File: src/rtl/risc_pkg.sv
// Shared definitions for the issue stage: ALU control codes, issue FSM states
// and the layout of a held issue entry.
package risc_pkg;

  localparam int XLEN      = 32;
  localparam int REG_IDX_W = 5;
  localparam int SHAMT_W   = 5;
  localparam int CTRL_W    = 4;

  // Bit 3 of the control code makes the ALU shift by shamt instead of op2.
  localparam int CTRL_SHAMT_SEL_BIT = 3;

  localparam logic [CTRL_W-1:0] ALU_ADD  = 4'b0000;
  localparam logic [CTRL_W-1:0] ALU_COMP = 4'b0001;
  localparam logic [CTRL_W-1:0] ALU_AND  = 4'b0010;
  localparam logic [CTRL_W-1:0] ALU_XOR  = 4'b0011;
  localparam logic [CTRL_W-1:0] ALU_SLL  = 4'b0100;
  localparam logic [CTRL_W-1:0] ALU_SRL  = 4'b0101;
  localparam logic [CTRL_W-1:0] ALU_SRA  = 4'b0110;
  localparam logic [CTRL_W-1:0] ALU_DIFF = 4'b0111;

  typedef enum logic [1:0] {
    ST_EMPTY = 2'd0,
    ST_ONE   = 2'd1,
    ST_FULL  = 2'd2
  } issue_state_t;

  typedef struct packed {
    logic [REG_IDX_W-1:0] rs_idx;
    logic [REG_IDX_W-1:0] rt_idx;
    logic [REG_IDX_W-1:0] rd_idx;
    logic [XLEN-1:0]      op1;
    logic [XLEN-1:0]      op2;
    logic                 use_imm;
    logic [SHAMT_W-1:0]   shamt;
    logic [CTRL_W-1:0]    ctrl;
  } issue_entry_t;

endpackage

File: src/rtl/ex_issue_stage_if.sv
// Decode-side, writeback and ALU-side signals of the issue stage.
// Handshakes: a transfer happens on a rising edge where valid and ready are
// both high; valid never waits on ready, and the offering side holds its
// payload stable until the transfer happens.
interface ex_issue_stage_if #(
  parameter int DATA_W = 32,
  parameter int IDX_W  = 5
);
  logic              dec_valid;
  logic              dec_ready;
  logic [IDX_W-1:0]  dec_rs_idx;
  logic [IDX_W-1:0]  dec_rt_idx;
  logic [IDX_W-1:0]  dec_rd_idx;
  logic [DATA_W-1:0] dec_rs_data;
  logic [DATA_W-1:0] dec_rt_data;
  logic [DATA_W-1:0] dec_imm;
  logic              dec_use_imm;
  logic [3:0]        dec_alu_ctrl;
  logic [4:0]        dec_shamt;

  logic              wb_valid;
  logic [IDX_W-1:0]  wb_rd_idx;
  logic [DATA_W-1:0] wb_data;

  logic              ex_valid;
  logic              ex_ready;
  logic [DATA_W-1:0] alu_inp1;
  logic [DATA_W-1:0] alu_inp2;
  logic [4:0]        alu_shamt;
  logic [3:0]        alu_ctrl;
  logic [IDX_W-1:0]  ex_rd_idx;

  modport master (
    output dec_valid, dec_rs_idx, dec_rt_idx, dec_rd_idx, dec_rs_data,
           dec_rt_data, dec_imm, dec_use_imm, dec_alu_ctrl, dec_shamt,
           wb_valid, wb_rd_idx, wb_data, ex_ready,
    input  dec_ready, ex_valid, alu_inp1, alu_inp2, alu_shamt, alu_ctrl,
           ex_rd_idx
  );

  modport slave (
    input  dec_valid, dec_rs_idx, dec_rt_idx, dec_rd_idx, dec_rs_data,
           dec_rt_data, dec_imm, dec_use_imm, dec_alu_ctrl, dec_shamt,
           wb_valid, wb_rd_idx, wb_data, ex_ready,
    output dec_ready, ex_valid, alu_inp1, alu_inp2, alu_shamt, alu_ctrl,
           ex_rd_idx
  );
endinterface

File: src/rtl/fwd_mux.sv
// Writeback forwarding for a group of operand lanes: a lane takes wb_data when
// it is enabled and its register index matches a nonzero writeback target.
module fwd_mux #(
  parameter int DATA_W = 32,
  parameter int IDX_W  = 5,
  parameter int LANES  = 2
) (
  input  logic [LANES-1:0][IDX_W-1:0]  idx_i,
  input  logic [LANES-1:0][DATA_W-1:0] data_i,
  input  logic [LANES-1:0]             en_i,
  input  logic                         wb_valid_i,
  input  logic [IDX_W-1:0]             wb_rd_idx_i,
  input  logic [DATA_W-1:0]            wb_data_i,
  output logic [LANES-1:0][DATA_W-1:0] data_o
);

  always_comb begin
    data_o = data_i;
    for (int l = 0; l < LANES; l++) begin
      if (en_i[l] && wb_valid_i && (wb_rd_idx_i != '0) && (idx_i[l] == wb_rd_idx_i)) begin
        data_o[l] = wb_data_i;
      end
    end
  end

endmodule

File: src/rtl/ex_issue_stage.sv
// Registered issue stage in front of the ALU: a MAIN/SKID pair of entries with
// writeback forwarding at capture and while operations are held.
module ex_issue_stage
  import risc_pkg::*;
#(
  parameter int DATA_W = XLEN,
  parameter int IDX_W  = REG_IDX_W
) (
  input  logic                 clk,
  input  logic                 rst_n,
  input  logic                 flush,
  ex_issue_stage_if.slave      bus,
  output issue_state_t         dbg_state_o
);

  issue_state_t state_q, state_d;
  issue_entry_t main_q, main_d, skid_q, skid_d;
  issue_entry_t cap_entry, main_held, skid_held;
  logic         dec_ready_q, dec_ready_d;
  logic         accept, drain;

  logic [DATA_W-1:0]            cap_op2_raw;
  logic [1:0][DATA_W-1:0]       cap_ops, main_ops, skid_ops;

  assign accept = bus.dec_valid & dec_ready_q;
  assign drain  = (state_q != ST_EMPTY) & bus.ex_ready;

  assign cap_op2_raw = bus.dec_use_imm ? bus.dec_imm : bus.dec_rt_data;

  // Lane 0 is op1 (rs), lane 1 is op2 (rt); an immediate op2 is never forwarded.
  fwd_mux #(.DATA_W(DATA_W), .IDX_W(IDX_W), .LANES(2)) u_cap_fwd (
    .idx_i       ({bus.dec_rt_idx, bus.dec_rs_idx}),
    .data_i      ({cap_op2_raw, bus.dec_rs_data}),
    .en_i        ({~bus.dec_use_imm, 1'b1}),
    .wb_valid_i  (bus.wb_valid),
    .wb_rd_idx_i (bus.wb_rd_idx),
    .wb_data_i   (bus.wb_data),
    .data_o      (cap_ops)
  );

  fwd_mux #(.DATA_W(DATA_W), .IDX_W(IDX_W), .LANES(2)) u_main_fwd (
    .idx_i       ({main_q.rt_idx, main_q.rs_idx}),
    .data_i      ({main_q.op2, main_q.op1}),
    .en_i        ({~main_q.use_imm, 1'b1}),
    .wb_valid_i  (bus.wb_valid),
    .wb_rd_idx_i (bus.wb_rd_idx),
    .wb_data_i   (bus.wb_data),
    .data_o      (main_ops)
  );

  fwd_mux #(.DATA_W(DATA_W), .IDX_W(IDX_W), .LANES(2)) u_skid_fwd (
    .idx_i       ({skid_q.rt_idx, skid_q.rs_idx}),
    .data_i      ({skid_q.op2, skid_q.op1}),
    .en_i        ({~skid_q.use_imm, 1'b1}),
    .wb_valid_i  (bus.wb_valid),
    .wb_rd_idx_i (bus.wb_rd_idx),
    .wb_data_i   (bus.wb_data),
    .data_o      (skid_ops)
  );

  always_comb begin
    cap_entry         = '0;
    cap_entry.rs_idx  = bus.dec_rs_idx;
    cap_entry.rt_idx  = bus.dec_rt_idx;
    cap_entry.rd_idx  = bus.dec_rd_idx;
    cap_entry.op1     = cap_ops[0];
    cap_entry.op2     = cap_ops[1];
    cap_entry.use_imm = bus.dec_use_imm;
    cap_entry.shamt   = bus.dec_shamt;
    cap_entry.ctrl    = bus.dec_alu_ctrl;

    main_held     = main_q;
    main_held.op1 = main_ops[0];
    main_held.op2 = main_ops[1];
    skid_held     = skid_q;
    skid_held.op1 = skid_ops[0];
    skid_held.op2 = skid_ops[1];
  end

  // Snooped copies are only written back while the entry is valid, so idle
  // outputs keep their last value.
  always_comb begin
    state_d = state_q;
    main_d  = main_q;
    skid_d  = skid_q;
    if (flush) begin
      state_d = ST_EMPTY;
    end else begin
      case (state_q)
        ST_EMPTY: begin
          if (accept) begin
            main_d  = cap_entry;
            state_d = ST_ONE;
          end
        end
        ST_ONE: begin
          main_d = main_held;
          if (accept && drain) begin
            main_d = cap_entry;
          end else if (accept) begin
            skid_d  = cap_entry;
            state_d = ST_FULL;
          end else if (drain) begin
            state_d = ST_EMPTY;
          end
        end
        ST_FULL: begin
          main_d = main_held;
          skid_d = skid_held;
          if (drain) begin
            main_d  = skid_held;
            state_d = ST_ONE;
          end
        end
        default: state_d = ST_EMPTY;
      endcase
    end
    dec_ready_d = (state_d != ST_FULL);
  end

  always_ff @(posedge clk or negedge rst_n) begin
    if (!rst_n) begin
      state_q     <= ST_EMPTY;
      main_q      <= '0;
      skid_q      <= '0;
      dec_ready_q <= 1'b1;
    end else begin
      state_q     <= state_d;
      main_q      <= main_d;
      skid_q      <= skid_d;
      dec_ready_q <= dec_ready_d;
    end
  end

  assign bus.dec_ready = dec_ready_q;
  assign bus.ex_valid  = (state_q != ST_EMPTY);
  assign bus.alu_inp1  = main_q.op1;
  assign bus.alu_inp2  = main_q.op2;
  assign bus.alu_shamt = main_q.shamt;
  assign bus.alu_ctrl  = main_q.ctrl;
  assign bus.ex_rd_idx = main_q.rd_idx;
  assign dbg_state_o   = state_q;

endmodule

File: src/flat_wrapper.sv
// flat-port wrapper written by rule: the top's interface ports become plain ports
module ex_issue_stage_flat import risc_pkg::*;
#(
  parameter int DATA_W = XLEN,
  parameter int IDX_W  = REG_IDX_W
)
  (clk, rst_n, flush, dbg_state_o, bus_dec_valid, bus_dec_rs_idx, bus_dec_rt_idx, bus_dec_rd_idx, bus_dec_rs_data, bus_dec_rt_data, bus_dec_imm, bus_dec_use_imm, bus_dec_alu_ctrl, bus_dec_shamt, bus_wb_valid, bus_wb_rd_idx, bus_wb_data, bus_ex_ready, bus_dec_ready, bus_ex_valid, bus_alu_inp1, bus_alu_inp2, bus_alu_shamt, bus_alu_ctrl, bus_ex_rd_idx);
  ex_issue_stage_if #(.DATA_W(DATA_W), .IDX_W(IDX_W)) bus_i ();
  input  logic clk;
  input  logic rst_n;
  input  logic flush;
  output issue_state_t dbg_state_o;
  input wire logic [$bits(bus_i.dec_valid)-1:0] bus_dec_valid;
  input wire logic [$bits(bus_i.dec_rs_idx)-1:0] bus_dec_rs_idx;
  input wire logic [$bits(bus_i.dec_rt_idx)-1:0] bus_dec_rt_idx;
  input wire logic [$bits(bus_i.dec_rd_idx)-1:0] bus_dec_rd_idx;
  input wire logic [$bits(bus_i.dec_rs_data)-1:0] bus_dec_rs_data;
  input wire logic [$bits(bus_i.dec_rt_data)-1:0] bus_dec_rt_data;
  input wire logic [$bits(bus_i.dec_imm)-1:0] bus_dec_imm;
  input wire logic [$bits(bus_i.dec_use_imm)-1:0] bus_dec_use_imm;
  input wire logic [$bits(bus_i.dec_alu_ctrl)-1:0] bus_dec_alu_ctrl;
  input wire logic [$bits(bus_i.dec_shamt)-1:0] bus_dec_shamt;
  input wire logic [$bits(bus_i.wb_valid)-1:0] bus_wb_valid;
  input wire logic [$bits(bus_i.wb_rd_idx)-1:0] bus_wb_rd_idx;
  input wire logic [$bits(bus_i.wb_data)-1:0] bus_wb_data;
  input wire logic [$bits(bus_i.ex_ready)-1:0] bus_ex_ready;
  output wire logic [$bits(bus_i.dec_ready)-1:0] bus_dec_ready;
  output wire logic [$bits(bus_i.ex_valid)-1:0] bus_ex_valid;
  output wire logic [$bits(bus_i.alu_inp1)-1:0] bus_alu_inp1;
  output wire logic [$bits(bus_i.alu_inp2)-1:0] bus_alu_inp2;
  output wire logic [$bits(bus_i.alu_shamt)-1:0] bus_alu_shamt;
  output wire logic [$bits(bus_i.alu_ctrl)-1:0] bus_alu_ctrl;
  output wire logic [$bits(bus_i.ex_rd_idx)-1:0] bus_ex_rd_idx;
  assign bus_i.dec_valid = bus_dec_valid;
  assign bus_i.dec_rs_idx = bus_dec_rs_idx;
  assign bus_i.dec_rt_idx = bus_dec_rt_idx;
  assign bus_i.dec_rd_idx = bus_dec_rd_idx;
  assign bus_i.dec_rs_data = bus_dec_rs_data;
  assign bus_i.dec_rt_data = bus_dec_rt_data;
  assign bus_i.dec_imm = bus_dec_imm;
  assign bus_i.dec_use_imm = bus_dec_use_imm;
  assign bus_i.dec_alu_ctrl = bus_dec_alu_ctrl;
  assign bus_i.dec_shamt = bus_dec_shamt;
  assign bus_i.wb_valid = bus_wb_valid;
  assign bus_i.wb_rd_idx = bus_wb_rd_idx;
  assign bus_i.wb_data = bus_wb_data;
  assign bus_i.ex_ready = bus_ex_ready;
  assign bus_dec_ready = bus_i.dec_ready;
  assign bus_ex_valid = bus_i.ex_valid;
  assign bus_alu_inp1 = bus_i.alu_inp1;
  assign bus_alu_inp2 = bus_i.alu_inp2;
  assign bus_alu_shamt = bus_i.alu_shamt;
  assign bus_alu_ctrl = bus_i.alu_ctrl;
  assign bus_ex_rd_idx = bus_i.ex_rd_idx;
  ex_issue_stage #(.DATA_W(DATA_W), .IDX_W(IDX_W)) u_core (.clk(clk), .rst_n(rst_n), .flush(flush), .bus(bus_i), .dbg_state_o(dbg_state_o));
endmodule
File: config.mk
export PLATFORM = sky130hd
export DESIGN_NAME = ex_issue_stage_flat
export DESIGN_NICKNAME = d
export VERILOG_FILES = /design/src/rtl/risc_pkg.sv /design/src/rtl/ex_issue_stage_if.sv /design/src/rtl/fwd_mux.sv /design/src/rtl/ex_issue_stage.sv /design/src/flat_wrapper.sv
export SDC_FILE = /design/constraint.sdc
export NUM_CORES = 1
export LEC_CHECK = 0
export CAP_MARGIN = 30
export CORE_ASPECT_RATIO = 1.25
export CORE_MARGIN = 1
export CORE_UTILIZATION = 50
export CTS_CLUSTER_DIAMETER = 100
export CTS_CLUSTER_SIZE = 14
export DETAILED_ROUTE_END_ITERATION = 16
export HOLD_SLACK_MARGIN = 0.05
export PLACE_DENSITY_LB_ADDON = 0.15
export REMOVE_ABC_BUFFERS = 1
export SLEW_MARGIN = 25
export SYNTH_ARGS = -nofsm -noshare
export SYNTH_HDL_FRONTEND = slang
export SYNTH_HIERARCHICAL = 1
export SYNTH_SLANG_ARGS = --single-unit
File: constraint.sdc
create_clock -name clk -period 6.95 [get_ports clk]
set_clock_uncertainty 0.1 [all_clocks]
set_input_delay 2.085 -clock clk [delete_from_list [all_inputs] [get_ports clk]]
set_output_delay 2.085 -clock clk [all_outputs]
set_load 0.005 [all_outputs]
# ---- Yosys cells after proc, flatten, opt, wreduce, memory -nomap -nowiden
# Cells that the tools add are included.
dict set report op_classes {
  addsub 0
  shifts 0
  reduce_logical 23
  n_lt_le_gt_ge 0
  n_div 0
  n_mul 0
  n_eq_ne 14
  n_mux 20
  bitwise_logic 8
}
# op count
set op_table {}
lappend op_table {{$mux 89} 4}
lappend op_table {{$pmux 89 s3} 1}
lappend op_table {{$mux 32} 7}
lappend op_table {{$pmux 89 s2} 1}
lappend op_table {{$eq 5x5->1} 6}
lappend op_table {{$logic_and 1x1->1} 14}
lappend op_table {{$mux 2} 6}
lappend op_table {{$reduce_and 5->1} 2}
lappend op_table {{$ne 2x1->1 const B} 4}
lappend op_table {{$not 1->1} 6}
lappend op_table {{$pmux 2 s3} 1}
lappend op_table {{$reduce_bool 5->1} 1}
lappend op_table {{$ne 2x2->1 const B} 2}
lappend op_table {{$reduce_and 4->1} 1}
lappend op_table {{$reduce_bool 2->1} 2}
lappend op_table {{$reduce_and 3->1} 1}
lappend op_table {{$reduce_bool 3->1} 1}
lappend op_table {{$and 1x1->1} 2}
lappend op_table {{$eq 2x1->1 const B} 1}
lappend op_table {{$eq 2x2->1 const B} 1}
lappend op_table {{$logic_not 2->1} 1}
dict set report word_totals {
  wordCells 83
  regBits 181
  memories 0
  latch_bits 0
  mem_bits_rw 0
  rom_bits 0
}

# ---- Depth between registers and ports, before layout
dict set report logic_depth {
  depth_word 8
  mapped_depth 10
  depth_no_buf 7
}

# ---- By module
# The synthesis kept the hierarchy.
# mod area_per_inst_um2 instances cells_per_inst seq_area_each_um2
set by_module_without_submodules {}
lappend by_module_without_submodules {ex_issue_stage 9988.3 1 1018 4530.6}
lappend by_module_without_submodules {fwd_mux 947.2 3 88 0.0}

# ---- Worst setup path before layout
# Ideal clock, no wire load.
dict set report synth_timing {
  kind {input to register}
  startpoint {input port bus_wb_rd_idx[2]}
  endpoint {register u_core.main_q (netlist bit u_core/bus.alu_inp2[18])}
  slack_ps 2871
  t_arrival_ps 3838
  stages 8
  t_required_ps 6709
  path_buffers 1
  cell_sequence {or4_1 > o21ai_2 > nor3_2 > buf_6 > mux2_2 > mux2_2 > a22oi_1 > o221ai_1}
}
# element line_no
set synth_lines {}
lappend synth_lines {{start: declaration} flat_wrapper.sv:24} ;# input wire logic [$bits(bus_i.wb_rd_idx)-1:0] bus_wb_rd_idx;
lappend synth_lines {{end signal: assignment} ex_issue_stage.sv:129} ;# main_q <= main_d;
lappend synth_lines {{end: declaration} ex_issue_stage.sv:17} ;# issue_entry_t main_q, main_d, skid_q, skid_d;

==> qor.yml <==
status: "completed"
clockRootBuffer: "clkbuf_16"
syn_inst: 1282
grt_pass1_wl_um: 58900
synth_top_area_share: 0.351
gp_congestion: 0.797
synthFlopType: "dfrtp_1"
grt_pass1_vias: 11300
place_hpwl_um: 22400
synth_most_common_cell: "mux2_2"
cap_violations: 0
switching_share: 0.326
synth_common_cells: "334 x mux2_2, 180 x dfrtp_1, 139 x nand2_1"
cts_buffers: 17
post_cts_buffers: 0
cts_hold_buf: 0
seqCellArea_sq_mm: 0.00453
max_freq_mhz: 209
fin_crit_sh: 0.690
syn_area_per_cell_sq_um: 10.0
cts_resized: 0
synth_edf_count: 0
leakagePower_nw: 6.33
drc: 0
startpoint_type: "input pin"
drt-total-wl_um: 36300
critPathMaxFanout: 32
wire_per_inst_um: 20.1
synthesis.yosys.warnings: 6
final_antenna_net_count: 0
yosysSeqAreaShare: 0.353
core_sq_mm: 0.0252
vias_per_cell: 5.97
fillers: 2120
grt.total_usage: 0.277
via_count: 10800
crit_type: "in2reg"
async_flop_share: 1.00
rsz0062_at_grt: "false"
area_growth_pct: 24.3
antennaDiodeCount: 0
clock_path_buffers: 2
drive_above_1_share: 0.290
die_y_um: 181
cts_tree: "yes"
placementRows: 65
clock_latency_ns: 0.44
p_comb_frac: 0.402
crit_required_ns: 7.13
hold_slack_ns: 0.395
grt_max_degree: 103
synth_area_sq_mm: 0.0128
cellPowerDensity_mw_per_mm2: 298
r2r_cells: 7
worstHoldPathType: "reg2reg"
synth_area_leader_cell: "dfrtp_1"
cts.clk_slew.worst_paths_ns: 0.08
synthTopCellsByArea: "dfrtp_1 35%, mux2_2 29%, a22oi_1 5.3%"
cts_max_level: 4
die_w_um: 145
p_total_mw: 4.76
setup_viol: 0
hold_path_depth: 1
dr.first_iter.drc_count: 538
ir_drop_mv: 0.203
dr.pass1.iters: 5
synth_seq_cells: 181
hold_viol: 0
power.share.clock: 0.225
worst_pin_slew_ns: 0.953
drv_slew: 0
switchingPower_mw: 1.55
start_util: 0.509
portBuffers: 245
gr-total-overflow: 0
finalNetCount: 1624
cp.arrival_ns: 4.97
cts.sinks: 181
die-area_sq_mm: 0.0263
antenna_found_initial: 1
p_seq_frac: 0.373
multi_input_area_sq_mm: 0.00735
intPower_mw: 3.21
min_period_ns: 4.79
ys_types: 41
io_pins: 246
max_slew_margin: 0.365
worst_setup_path_end_kind: "flop"
==> kinds of logic after synthesis <==
family	after synthesis	share of synthesized area
multiplexers	352	0.312
XOR/XNOR	31	0.0212
other	1	0.000292
flip-flops	181	0.353
buffers and inverters	212	0.0808
AO/OA/AOI/OAI	306	0.159
AND/OR/NAND/NOR	193	0.0671
adder cells (fa/ha/maj)	6	0.00566
==> worst max-delay path, stage by stage <==
cell	delay, ns
clkdlybuf4s50_1	0.64
or4_1	0.61
o21ai_2	0.25
nor3_4	0.07
buf_4	0.30
mux2_2	0.37
mux2_2	0.27
a22oi_1	0.17
o221ai_1	0.15
==> through the flow <==
step | TNS (ns) | utilization | instances | instance area (sq um) | worst slack (ns)
detailed placement | 0 | 0.607 | 1770 | 15300 | 1.74
finish | 0 | 0.633 | 1803 | 15900 | 2.16
global route | 0 | 0.633 | 1803 | 15900 | 2.00
CTS | 0 | 0.632 | 1802 | 15900 | 2.19
floorplan | -5.16 | - | 1168 | 12200 | -0.0817
global placement | 0 | 0.606 | 1769 | 15300 | 1.76
==> power by group through the flow <==
stage          logic (mW)  clock network [mW]  registers (mW)
2_1_floorplan        1.19                   0            1.72
3_3_place_gp         1.84                   0            1.77
3_5_place_dp         1.90                   0            1.79
4_1_cts              1.91                1.09            1.77
5_1_grt              2.09                1.12            1.83
6_report             1.91                1.07            1.78
==> flip-flops by register name, indices dropped and copies added (netlist names) <==
name / flops
u_core/skid_q: 64
u_core/bus.alu_inp1: 32
u_core/bus.alu_inp2: 32
u_core/skid_held: 25
u_core/main_held: 11
u_core/bus.alu_shamt: 5
u_core/bus.ex_rd_idx: 5
u_core/bus.alu_ctrl: 4
u_core/dbg_state_o: 2
u_core/bus.dec_ready: 1
==> area by class of cell <==
cell class,count,share of cell area
Multi-Input combinational cell,891,0.461
Tap cell,335,0.0263
Sequential cell,181,0.284
Clock buffer,17,0.0267
Inverter,96,0.0226
Clock inverter,15,0.0134
Timing Repair Buffer,268,0.166
==> layer usage <==
metal / part of all wire / GRT usage
met5: 0 / 0
met2: 0.50 / 0.492
met1: 0.41 / 0.336
met3: 0.060 / 0.0528
met4: 0.023 / 0.0922
==> final timing paths <==
| path | start | slack [ns] | to |
|---|---|---|---|
| max | bus_wb_rd_idx[3] | 2.16 | u_core/bus.alu_inp1[2] |
| min | u_core/skid_q[50] | 0.40 | u_core/skid_q[50] |
| max reg2reg | u_core/dbg_state_o[0] | 3.33 | u_core/skid_q[63] |
| min reg2reg | u_core/skid_q[50] | 0.40 | u_core/skid_q[50] |
| max in group asynchronous | rst_n | 4.11 | u_core/main_held[85] |
| min in group asynchronous | rst_n | 1.57 | u_core/skid_q[50] |
==> placed cells by master, fill, tap and decap left out, drive strengths merged, types with 17 or more instances in the layout <==
cell type / instances
mux2: 352
clkdlybuf4s50: 243
dfrtp: 180
nand2: 139
inv: 103
o21ai: 96
a22oi: 91
o221ai: 64
a21oi: 53
xnor2: 31
nand3: 28
buf: 25
clkbuf: 17
Note: power is estimated with default switching activity, not from simulation.
